==> src/rtl/gpu_command_decoder.sv <==
// gpu_command_decoder: queues commands from the command buffer and dispatches register writes, VRAM reads and render/soft-reset ops.
// Optional macro GPU_CMD_DROP_COUNT_EN enables the saturating dropped-command counter on droppedCount.
`default_nettype none

module gpu_command_decoder #(
  parameter int          FIFO_DEPTH   = 4,
  parameter int          READ_TIMEOUT = 255,
  parameter logic [15:0] TIMEOUT_DATA = 16'hDEAD
) (
  input  logic        pipelineClock,
  input  logic        reset,
  input  logic [15:0] gpuCommand,
  input  logic [15:0] gpuData,
  input  logic        renderDone,
  input  logic        memRdAck,
  input  logic [15:0] memRdData,
  output logic        gpuBusy,
  output logic        renderStart,
  output logic        regSoftReset,
  output logic        regWrEn,
  output logic [13:0] regWrAddr,
  output logic [15:0] regWrData,
  output logic        memRdReq,
  output logic [13:0] memRdAddr,
  output logic        readValid,
  output logic [15:0] readData,
  output logic        overflow,
  output logic [7:0]  droppedCount
);

  localparam int AW = $clog2(FIFO_DEPTH);
  localparam int TW = (READ_TIMEOUT > 1) ? $clog2(READ_TIMEOUT) : 1;
  localparam logic [AW:0]   c_depth = (AW+1)'(FIFO_DEPTH);
  localparam logic [TW-1:0] c_tlast = TW'(READ_TIMEOUT - 1);

  typedef enum logic [1:0] {S_IDLE, S_READ_WAIT, S_READ_RET} state_t;

  state_t        r_state;
  logic [TW-1:0] r_tcnt;
  logic [31:0]   r_mem [FIFO_DEPTH];
  logic [AW-1:0] r_wr_ptr;
  logic [AW-1:0] r_rd_ptr;
  logic [AW:0]   r_count;

  logic [15:0] w_head_cmd;
  logic [15:0] w_head_data;
  logic        w_empty;
  logic        w_full;
  logic        w_push_req;
  logic        w_push;
  logic        w_drop;
  logic        w_pop;
  logic        w_start;

  assign w_head_cmd  = r_mem[r_rd_ptr][31:16];
  assign w_head_data = r_mem[r_rd_ptr][15:0];
  assign w_empty     = (r_count == '0);
  assign w_full      = (r_count == c_depth);
  assign w_push_req  = (gpuCommand[15:14] != 2'b00);
  assign w_push      = w_push_req && (!w_full || w_pop);
  assign w_drop      = w_push_req && w_full && !w_pop;
  assign w_start     = w_pop && (w_head_cmd[15:12] == 4'b1100);

  // Strict in-order issue: a held WRITE/SPECIAL also blocks any READ behind it.
  always_comb begin
    w_pop = 1'b0;
    if (r_state == S_IDLE && !w_empty) begin
      unique case (w_head_cmd[15:14])
        2'b01:        w_pop = 1'b1;
        2'b10, 2'b11: w_pop = !gpuBusy;
        default:      w_pop = 1'b0;
      endcase
    end
  end

  always_ff @(posedge pipelineClock) begin
    if (w_push) r_mem[r_wr_ptr] <= {gpuCommand, gpuData};
  end

  always_ff @(posedge pipelineClock or negedge reset) begin
    if (!reset) begin
      r_wr_ptr <= '0;
      r_rd_ptr <= '0;
      r_count  <= '0;
      overflow <= 1'b0;
    end else begin
      if (w_push) r_wr_ptr <= r_wr_ptr + AW'(1);
      if (w_pop)  r_rd_ptr <= r_rd_ptr + AW'(1);
      if (w_push && !w_pop)      r_count <= r_count + (AW+1)'(1);
      else if (!w_push && w_pop) r_count <= r_count - (AW+1)'(1);
      if (w_drop) overflow <= 1'b1;
    end
  end

`ifdef GPU_CMD_DROP_COUNT_EN
  logic [7:0] r_drop_cnt;

  always_ff @(posedge pipelineClock or negedge reset) begin
    if (!reset) begin
      r_drop_cnt <= 8'd0;
    end else if (w_drop && r_drop_cnt != 8'hFF) begin
      r_drop_cnt <= r_drop_cnt + 8'd1;
    end
  end

  assign droppedCount = r_drop_cnt;
`else
  assign droppedCount = 8'd0;
`endif

  always_ff @(posedge pipelineClock or negedge reset) begin
    if (!reset) begin
      r_state      <= S_IDLE;
      r_tcnt       <= '0;
      gpuBusy      <= 1'b0;
      renderStart  <= 1'b0;
      regSoftReset <= 1'b0;
      regWrEn      <= 1'b0;
      regWrAddr    <= '0;
      regWrData    <= '0;
      memRdReq     <= 1'b0;
      memRdAddr    <= '0;
      readValid    <= 1'b0;
      readData     <= '0;
    end else begin
      renderStart  <= 1'b0;
      regSoftReset <= 1'b0;
      regWrEn      <= 1'b0;
      readValid    <= 1'b0;
      unique case (r_state)
        S_IDLE: begin
          if (w_pop) begin
            unique case (w_head_cmd[15:14])
              2'b01: begin
                memRdReq  <= 1'b1;
                memRdAddr <= w_head_cmd[13:0];
                r_tcnt    <= '0;
                r_state   <= S_READ_WAIT;
              end
              2'b10: begin
                regWrEn   <= 1'b1;
                regWrAddr <= w_head_cmd[13:0];
                regWrData <= w_head_data;
              end
              default: begin
                renderStart  <= w_start;
                regSoftReset <= (w_head_cmd[13:12] == 2'b01);
              end
            endcase
          end
        end
        S_READ_WAIT: begin
          // Ack takes priority over a timeout landing on the same cycle.
          if (memRdAck) begin
            readData <= memRdData;
            memRdReq <= 1'b0;
            r_state  <= S_READ_RET;
          end else if (r_tcnt == c_tlast) begin
            readData <= TIMEOUT_DATA;
            memRdReq <= 1'b0;
            r_state  <= S_READ_RET;
          end else begin
            r_tcnt <= r_tcnt + TW'(1);
          end
        end
        S_READ_RET: begin
          readValid <= 1'b1;
          r_tcnt    <= '0;
          r_state   <= S_IDLE;
        end
        default: r_state <= S_IDLE;
      endcase
      if (w_start)         gpuBusy <= 1'b1;
      else if (renderDone) gpuBusy <= 1'b0;
    end
  end

endmodule

`default_nettype wire

==> config.mk <==
export PLATFORM = sky130hd
export DESIGN_NAME = gpu_command_decoder
export DESIGN_NICKNAME = d
export VERILOG_FILES = /design/src/rtl/gpu_command_decoder.sv
export SDC_FILE = /design/constraint.sdc
export NUM_CORES = 1
export LEC_CHECK = 0
export BUFFER_PORTS_ARGS = -buffer_cell sky130_fd_sc_hd__buf_2
export CAP_MARGIN = 40
export CORE_ASPECT_RATIO = 2
export CORE_MARGIN = 4
export CORE_UTILIZATION = 30
export DETAILED_ROUTE_END_ITERATION = 8
export PLACE_DENSITY = 0.57
export SYNTH_ARGS = -nofsm -noshare
export SYNTH_HDL_FRONTEND = slang
export SYNTH_SLANG_ARGS = --single-unit
==> constraint.sdc <==
create_clock -name pipelineClock -period 3.5 [get_ports pipelineClock]
set_input_delay 0.35 -clock pipelineClock [delete_from_list [all_inputs] [get_ports pipelineClock]]
set_output_delay 0.35 -clock pipelineClock [all_outputs]
set_load 0.02 [all_outputs]
==> results of run 1 <==
## synthesized netlist by cell type, drive strengths merged, types with 3 or more instances
master,n
o21ai,7
a311oi,4
and3,3
and2,6
nor3,6
xor2,4
edfxtp,128
a22o,5
o22a,11
a31oi,4
nor2,4
inv,15
nand2,5
mux4,32
a21boi,3
buf,13
clkbuf,11
ha,10
dfrtp,84
mux2,46
nand3,3
## cell families (layout without fill, tap and decap cells)
kind of cell | Yosys count | in the layout | share of synthesized area [%]
mux | 79 | 79 | 16.7
other cells | 1 | 8 | 0.0448
fa+ha+maj | 11 | 11 | 1.73
flops | 212 | 212 | 71.0
buf+inv | 39 | 183 | 2.51
xor+xnor | 6 | 6 | 0.628
simple gates | 41 | 41 | 3.17
compound gates | 47 | 47 | 4.24
## critical path, cell delays in order (launching register included)
cell and delay, ns:
dfrtp_2 0.39, mux4_2 0.59, mux2i_4 0.26, a21oi_1 0.48, ha_1 0.28, inv_1 0.06
fa_1 0.37, xor2_1 0.17, nor2_1 0.11, xor2_1 0.17
## final timing paths
check                                               start                         to  slack, ns  cells after the start
worst max register to register    r_rd_ptr[0]$_DFFE_PN0N_     r_count[2]$_DFFE_PN0P_       0.54                      9
max in group asynchronous                           reset      r_tcnt[0]$_DFFE_PN0P_       2.50                      4
worst max-delay path              r_rd_ptr[0]$_DFFE_PN0N_     r_count[2]$_DFFE_PN0P_       0.54                      9
worst min register to register  memRdAddr[10]$_DFFE_PN0P_  memRdAddr[10]$_DFFE_PN0P_       0.48                      1
min in group asynchronous                           reset  regWrData[15]$_DFFE_PN0P_       0.22                      2
worst min-delay path                        gpuCommand[4]     r_mem[0][20]$_DFFE_PP_       0.06                      1
## power by group through the flow
stage	logic, µW	clock network, µW	registers [µW]
after floorplan	2370	0	4500
after global placement	3940	0	4070
after detailed placement	4030	0	4130
after CTS	4040	2510	4090
after global routing	4260	2600	4170
final	3940	2430	4080
## metal layers
metal | GRT usage, % | vias to the layer above
met5 | 0 | -
met1 | 12.2 | 2248
met3 | 1.97 | 30
met4 | 4.23 | 2
li1 | - | 1956
met2 | 21.5 | 128
## sequential cells by signal, indices dropped and copies added (netlist names), 3 cells and up
name	count
memRdAddr	14
r_count	3
r_mem	128
r_tcnt	8
readData	16
regWrAddr	14
regWrData	16
## area by class of cell
type	count	area share, %
multi-input combinational	192	22.1
sequential	212	58.3
clock buffer	21	4.94
timing repair buffer	132	7.43
inverter	15	0.552
tap	352	4.32
clock inverter	15	2.32
## cell usage in the layout (no fill, tap or decap), types with 6 or more instances in the layout
cell,n
o22a_1,11
edfxtp_1,128
bufinv_16,6
conb_1,8
buf_4,10
ha_1,10
mux2_4,36
clkbuf_16,20
dfrtp_1,82
buf_2,117
mux4_2,32
mux2_2,9
inv_1,15
## per-stage QoR
step	cell area, µm²	total power [µW]	hold slack (ns)	util (%)	std cells
floorplan	8400	6870	0.0544	-	443
global placement	9420	8010	0.468	34.2	901
detailed placement	9450	8160	0.197	34.3	902
CTS	10200	10600	0.0342	37.0	939
global route	10200	11000	0.0408	37.0	939
finish	10200	10400	0.0621	37.0	939
==> summary.md, run 1 <==
| Metric | Value |
|---|---|
| Worst EP arrival | ~3.4 ns |
| Cells after synthesis | about 440 |
| Initial antenna violation count | 1 |
| WL/cell | ~19 µm |
| Num rows | between 80 and 90 |
| Routed length on met1 | roughly 6.4 mm |
| Number of synthesized flops with an enable pin | ~130 |
| Fin crit period | around 3.0 ns |
| Wire length on met2 | between 9 and 10 mm |
| Vias in the first global route | 4789 |
| Largest net degree at the start of global routing | 65 |
| Share of cells above drive strength 1 | 42.8% |
| Slew Limit Fails | 0 |
| Sequential share of power | roughly 40% |
| Top cell type's share of synthesized area | 45.9% |
| Worst EP required | 3.92 ns |
| GRT Total Usage | between 10% and 20% |
| Crit end category | register |
| Final period utilization | about 85% |
| Number of setup buffers added after CTS | 0 |
| Run status | complete, no violations |
| H-tree depth | 1 |
| Setup Skew | between 0.01 and 0.015 ns |
| Flops & latches, synth | roughly 210 |
| Final-report hold violation count | 0 |
| Async S/R FF share, synth | approximately two fifths |
| CTS tree | yes |
| Switch share | 33.2% |
| Drt via density | 4.65 |
| Root buf cell | clkbuf_16 |
| Sequential share of the synthesized area | a little under three quarters |
| Post-synth cell types | 49 |
| Die H | ~240 µm |
| Power Density | around 1000 mW/mm² |
| Final ANT Viol Nets | 0 |
| Grt ovf | 0 |
| DIE AREA | 0.0308 mm² |
| P&R area growth vs syn | 21.8% |
| Initial drt markers | ~320 |
| Filler cells | 2600 |
| CTS sink cnt | between 200 and 250 |
| Sw power | approximately 3500 µW |
| DIE WIDTH | 126 µm |
| Max-cap viol count | 0 |
| Crit path kind | register to register |
| First drt pass iteration count | 4 |
| Final wirelength | 17.5 mm |
| Peak supply drop | around 350 µV |
| Register area | between 0.005 and 0.006 mm² |
| Setup TNS | 0 ns |
| RSZ-0062 raised after global routing | no |
| Final net count | about 640 |
| Final worst setup slack | around 0.54 ns |
| Core ar. | around 0.028 mm² |
| Relative slew slack | between 50% and 60% |
| Vias after detailed routing | between 4000 and 5000 |
| Buffers on Ports | ~120 |
| Inserted Clock Buffers | 20 |
| Area of the multi-input gates | around 0.0023 mm² |
| Ports | approximately 130 |
| Ant diodes | 0 |
| P_leak | 0.00400 µW |
| Worst-path clk slew | roughly 0.07 ns |
| Maximum buffer depth of the clock tree | 3 |
| First-pass GRT wire length | 27.3 mm |
| Combinational Power Share | about 38% |
| Synth area leader | edfxtp_1 |
| Least-Margin Pin Slew | between 0.6 and 0.7 ns |
| Post-CTS resize count | 0 |
| WL met3 | just over 800 µm |
| Post-Syn Area | 0.00837 mm² |
| DRC violations left | 0 |
| Max FO, Critical Path | 7 |
| Cell internal pwr | about 7000 µW |
| Setup violations, final | 0 |
| Startpoint types | register |
| HP Class | input port to register |
| Fmax achieved | 0.337 GHz |
| Worst-Skew Late Latency | just over 0.5 ns |
| Initial Utilization | a little under a third |
| Routability Congestion | 0.781 |
| Synth Area per Inst | approximately 19 µm² |
| Hold_buf cts | 1 |
| Largest cells by area after synthesis | edfxtp_1, dfrtp_1, mux4_2 |
| Ys flop type | edfxtp_1 |
| Synth warn | 0 |
| Pre-CTS setup slack | 0.523 ns |
| Max layer used | met5 |
| DP HPWL | around 12 mm |
| Clock share of power | about 23% |
(Power assumes the default switching activity.)
==> run 2: changes to the inputs <==
- ABC_AREA: not set -> 1
- clock period: 3.5 -> 3.1 ns (I/O delays scaled with it)
==> run 2 against run 1 <==
  * Final cell count rose by 28%
  * Die area rose by 0.87%
  * Worst hold slack got worse by 0.043 ns
==> summary.md, run 2 <==
| Metric | Value |
|---|---|
| CTS tree | yes |
| Final wirelength | roughly 20 mm |
| CTS sink cnt | ~210 |
| Maximum buffer depth of the clock tree | 3 |
| Fin crit period | 2.69 ns |
| First-pass GRT wire length | around 32 mm |
| Routability Congestion | ~0.79 |
| Crit end category | register |
| Worst EP required | roughly 3.5 ns |
| Main combinational cell family by area after synthesis | simple AND/OR/NAND/NOR gates |
| Multiplexer area fraction after synthesis | less than 1% |
| Total power | approximately 12000 µW |
| Compound-Gate Fraction of Synth Area | 10.5% |
| Adder-cell share of the synthesized area | around 1.7% |
| Combinational Power Share | about two fifths |
| Hold path startpoint | gpuData[12] |
| Sequential share of power | a little under two fifths |
| Post-Synth Simple-Gate Area | 12.2% |
| Switch share | approximately 40% |
| Largest net degree at the start of global routing | 62 |
| Num rows | 86 |
| Flops & latches, synth | roughly 210 |
| Drt via density | 4.61 |
| Die H | roughly 250 µm |
| Final period utilization | between 80% and 90% |
| List of most frequent post-synthesis cells | nand2_1, edfxtp_1, dfrtp_1 |
| Initial antenna violation count | 2 |
| Max-cap viol count | 0 |
| Top cell type's share of synthesized area | 45.5% |
| Reg with most FFs | r_mem |
| Most common cell after layout, fill and taps aside | nand2_1 |
| Filler cells | 2700 |
| Share of cells above drive strength 1 | between 20% and 30% |
| Fmax achieved | around 0.37 GHz |
| Least-Margin Pin Slew | between 0.8 and 0.9 ns |
| Worst-Skew Late Latency | ~0.50 ns |
| Initial Utilization | between 30% and 40% |
| Cell with the most instances after synthesis | nand2_1 |
| Peak supply drop | between 400 and 500 µV |
| Crit path kind | register to register |
| Final net count | between 800 and 900 |
| Final-report hold violation count | 0 |
| Inserted Clock Buffers | 20 |
| Vias after detailed routing | 5540 |
| Worst r2r dst | r_count[2]$_DFFE_PN0P_ |
| Setup Skew | roughly 0.0073 ns |
| Power Density | roughly 1200 mW/mm² |
| GRT Total Usage | about an eighth |
| RSZ-0062 raised after global routing | no |
| Root buf cell | clkbuf_16 |
| Biggest regs | r_mem x128, readData x16, regWrData x16 |
| Largest cells by area after synthesis | edfxtp_1, dfrtp_1, nand2_1 |
| Buffers on Ports | roughly 120 |
| Final ANT Viol Nets | 0 |
| Ports | 127 |
| Synth area leader | edfxtp_1 |
| Sequential share of the synthesized area | slightly above 70% |
| Max FO, Critical Path | 20 |
| Async S/R FF share, synth | roughly 40% |
| Clock share of power | a little under a quarter |
| Xor/xnor cell area share of the yosys netlist | less than 1% |
| Cells after synthesis | slightly above 700 |
| Startpoint types | register |
| Finished Core Util | 37.0% |
| WHS Path Cells | 1 |
| Number of setup buffers added after CTS | 0 |
| Number of synthesized flops with an enable pin | 128 |
| Crit Reg-Reg Startpoint | r_rd_ptr[0]$_DFFE_PN0N_ |
| Initial drt markers | 253 |
| Most frequent cells in the layout | nand2_1, edfxtp_1, buf_2, dfrtp_1, nor2_1 |
| WL/cell | 16.9 µm |
| Ys flop type | edfxtp_1 |
| DIE WIDTH | around 130 µm |
| Max reg flops | approximately 130 |
| Grt ovf | 0 |
| Vias in the first global route | roughly 5800 |
| Slew Limit Fails | 0 |
| DRC violations left | 0 |
| Worst-path clk slew | approximately 0.07 ns |
| Setup violations, final | 0 |
| Relative slew slack | 45.9% |
| Hold path endpoint | r_mem[3][12]$_DFFE_PP_ |
| H-tree depth | 1 |
| R2R Setup Slk | 0.41 ns |
| HP Class | input port to register |
| Post-Syn Area | approximately 0.0085 mm² |
| Worst reg2reg path depth | 15 |
| First drt pass iteration count | 4 |
| DP HPWL | about 14 mm |
| P_leak | 0.00430 µW |
| Worst EP arrival | between 3 and 4 ns |
| Synth warn | 0 |
| Synth Area per Inst | approximately 12 µm² |
| Sw power | ~4700 µW |
| Cell internal pwr | ~7100 µW |
| Core ar. | approximately 0.028 mm² |
| Run status | complete, no violations |
| Setup TNS | 0 ns |
| Post-synth cell types | 37 |
| P&R area growth vs syn | 21.1% |
| DIE AREA | 0.0311 mm² |
run 2: metrics by stage:
step                      std cells  setup WS, ns  cell area, µm²  hold slack, ns
after floorplan                 723         0.103            8480          0.0144
after global placement         1163         0.370            9450           0.421
after detailed placement       1164         0.322            9470           0.435
after CTS                      1202         0.310           10200        0.000628
after global routing           1202        0.0860           10200         0.00989
final                          1203         0.405           10200          0.0192
run 2: power groups by stage:
stage          logic [µW]  registers [µW]  clock network (µW)
5_1_grt              5180            4580                2920
3_5_place_dp         4710            4530                   0
6_report             4600            4470                2740
3_3_place_gp         4640            4500                   0
4_1_cts              4730            4470                2810
2_1_floorplan        2690            4920                   0
run 2: layer usage:
layer	global-route usage, %	wire length (µm)
met1	14.0	7600
met2	25.1	11300
met3	2.24	926
met4	5.05	480
met5	0	13
run 2: what timing repair did:
item | in CTS | in global routing
setup endpoints to repair | 0 | 1
hold buffers | 2 | 0
hold endpoints to repair | 60 | 0
gates resized for setup | 0 | 2
run 2: kinds of logic (layout without fill, tap and decap cells):
logic type,after synthesis,after routing
buffers and inverters,79,206
AND/OR/NAND/NOR,251,251
flip-flops,212,212
adder cells (fa/ha/maj),11,11
multiplexers,1,1
AO/OA/AOI/OAI,156,156
other,1,9
XOR/XNOR,5,5
run 2: cell type report:
cell class                      count  area (µm²)  share of cell area (%)
Sequential cell                   212        5950                    58.1
Tap cell                          352         440                    4.30
Multi-Input combinational cell    432        2180                    21.3
Antenna cell                        1        2.50                  0.0244
Clock inverter                     12         193                    1.88
Timing Repair Buffer              135         788                    7.70
Clock buffer                       24         547                    5.34
Inverter                           35         134                    1.31
run 2: worst max-delay path by stage:
stage / from / end / slack (ns)
4_1_cts: r_rd_ptr[0]$_DFFE_PN0N_ / r_count[2]$_DFFE_PN0P_ / 0.31
5_1_grt: r_rd_ptr[0]$_DFFE_PN0N_ / r_count[2]$_DFFE_PN0P_ / 0.09
3_5_place_dp: r_rd_ptr[0]$_DFFE_PN0N_ / r_count[2]$_DFFE_PN0P_ / 0.32
6_report: r_rd_ptr[0]$_DFFE_PN0N_ / r_count[2]$_DFFE_PN0P_ / 0.41
3_3_place_gp: r_rd_ptr[0]$_DFFE_PN0N_ / r_count[2]$_DFFE_PN0P_ / 0.37
2_1_floorplan: r_rd_ptr[0]$_DFFE_PN0N_ / r_mem[0][0]$_DFFE_PP_ / 0.10
run 2: critical path: stages (launching register included):
cell     delay [ns]
dfrtp_2        0.55
inv_4          0.22
nand2_1        0.08
nand3_1        0.09
nand2_1        0.10
nand2_1        0.08
nand3_2        0.07
nand2_2        0.10
nand2_2        0.17
inv_1          0.10
ha_1           0.15
inv_1          0.07
fa_1           0.39
a21oi_1        0.15
o21ai_0        0.11
xor2_1         0.15
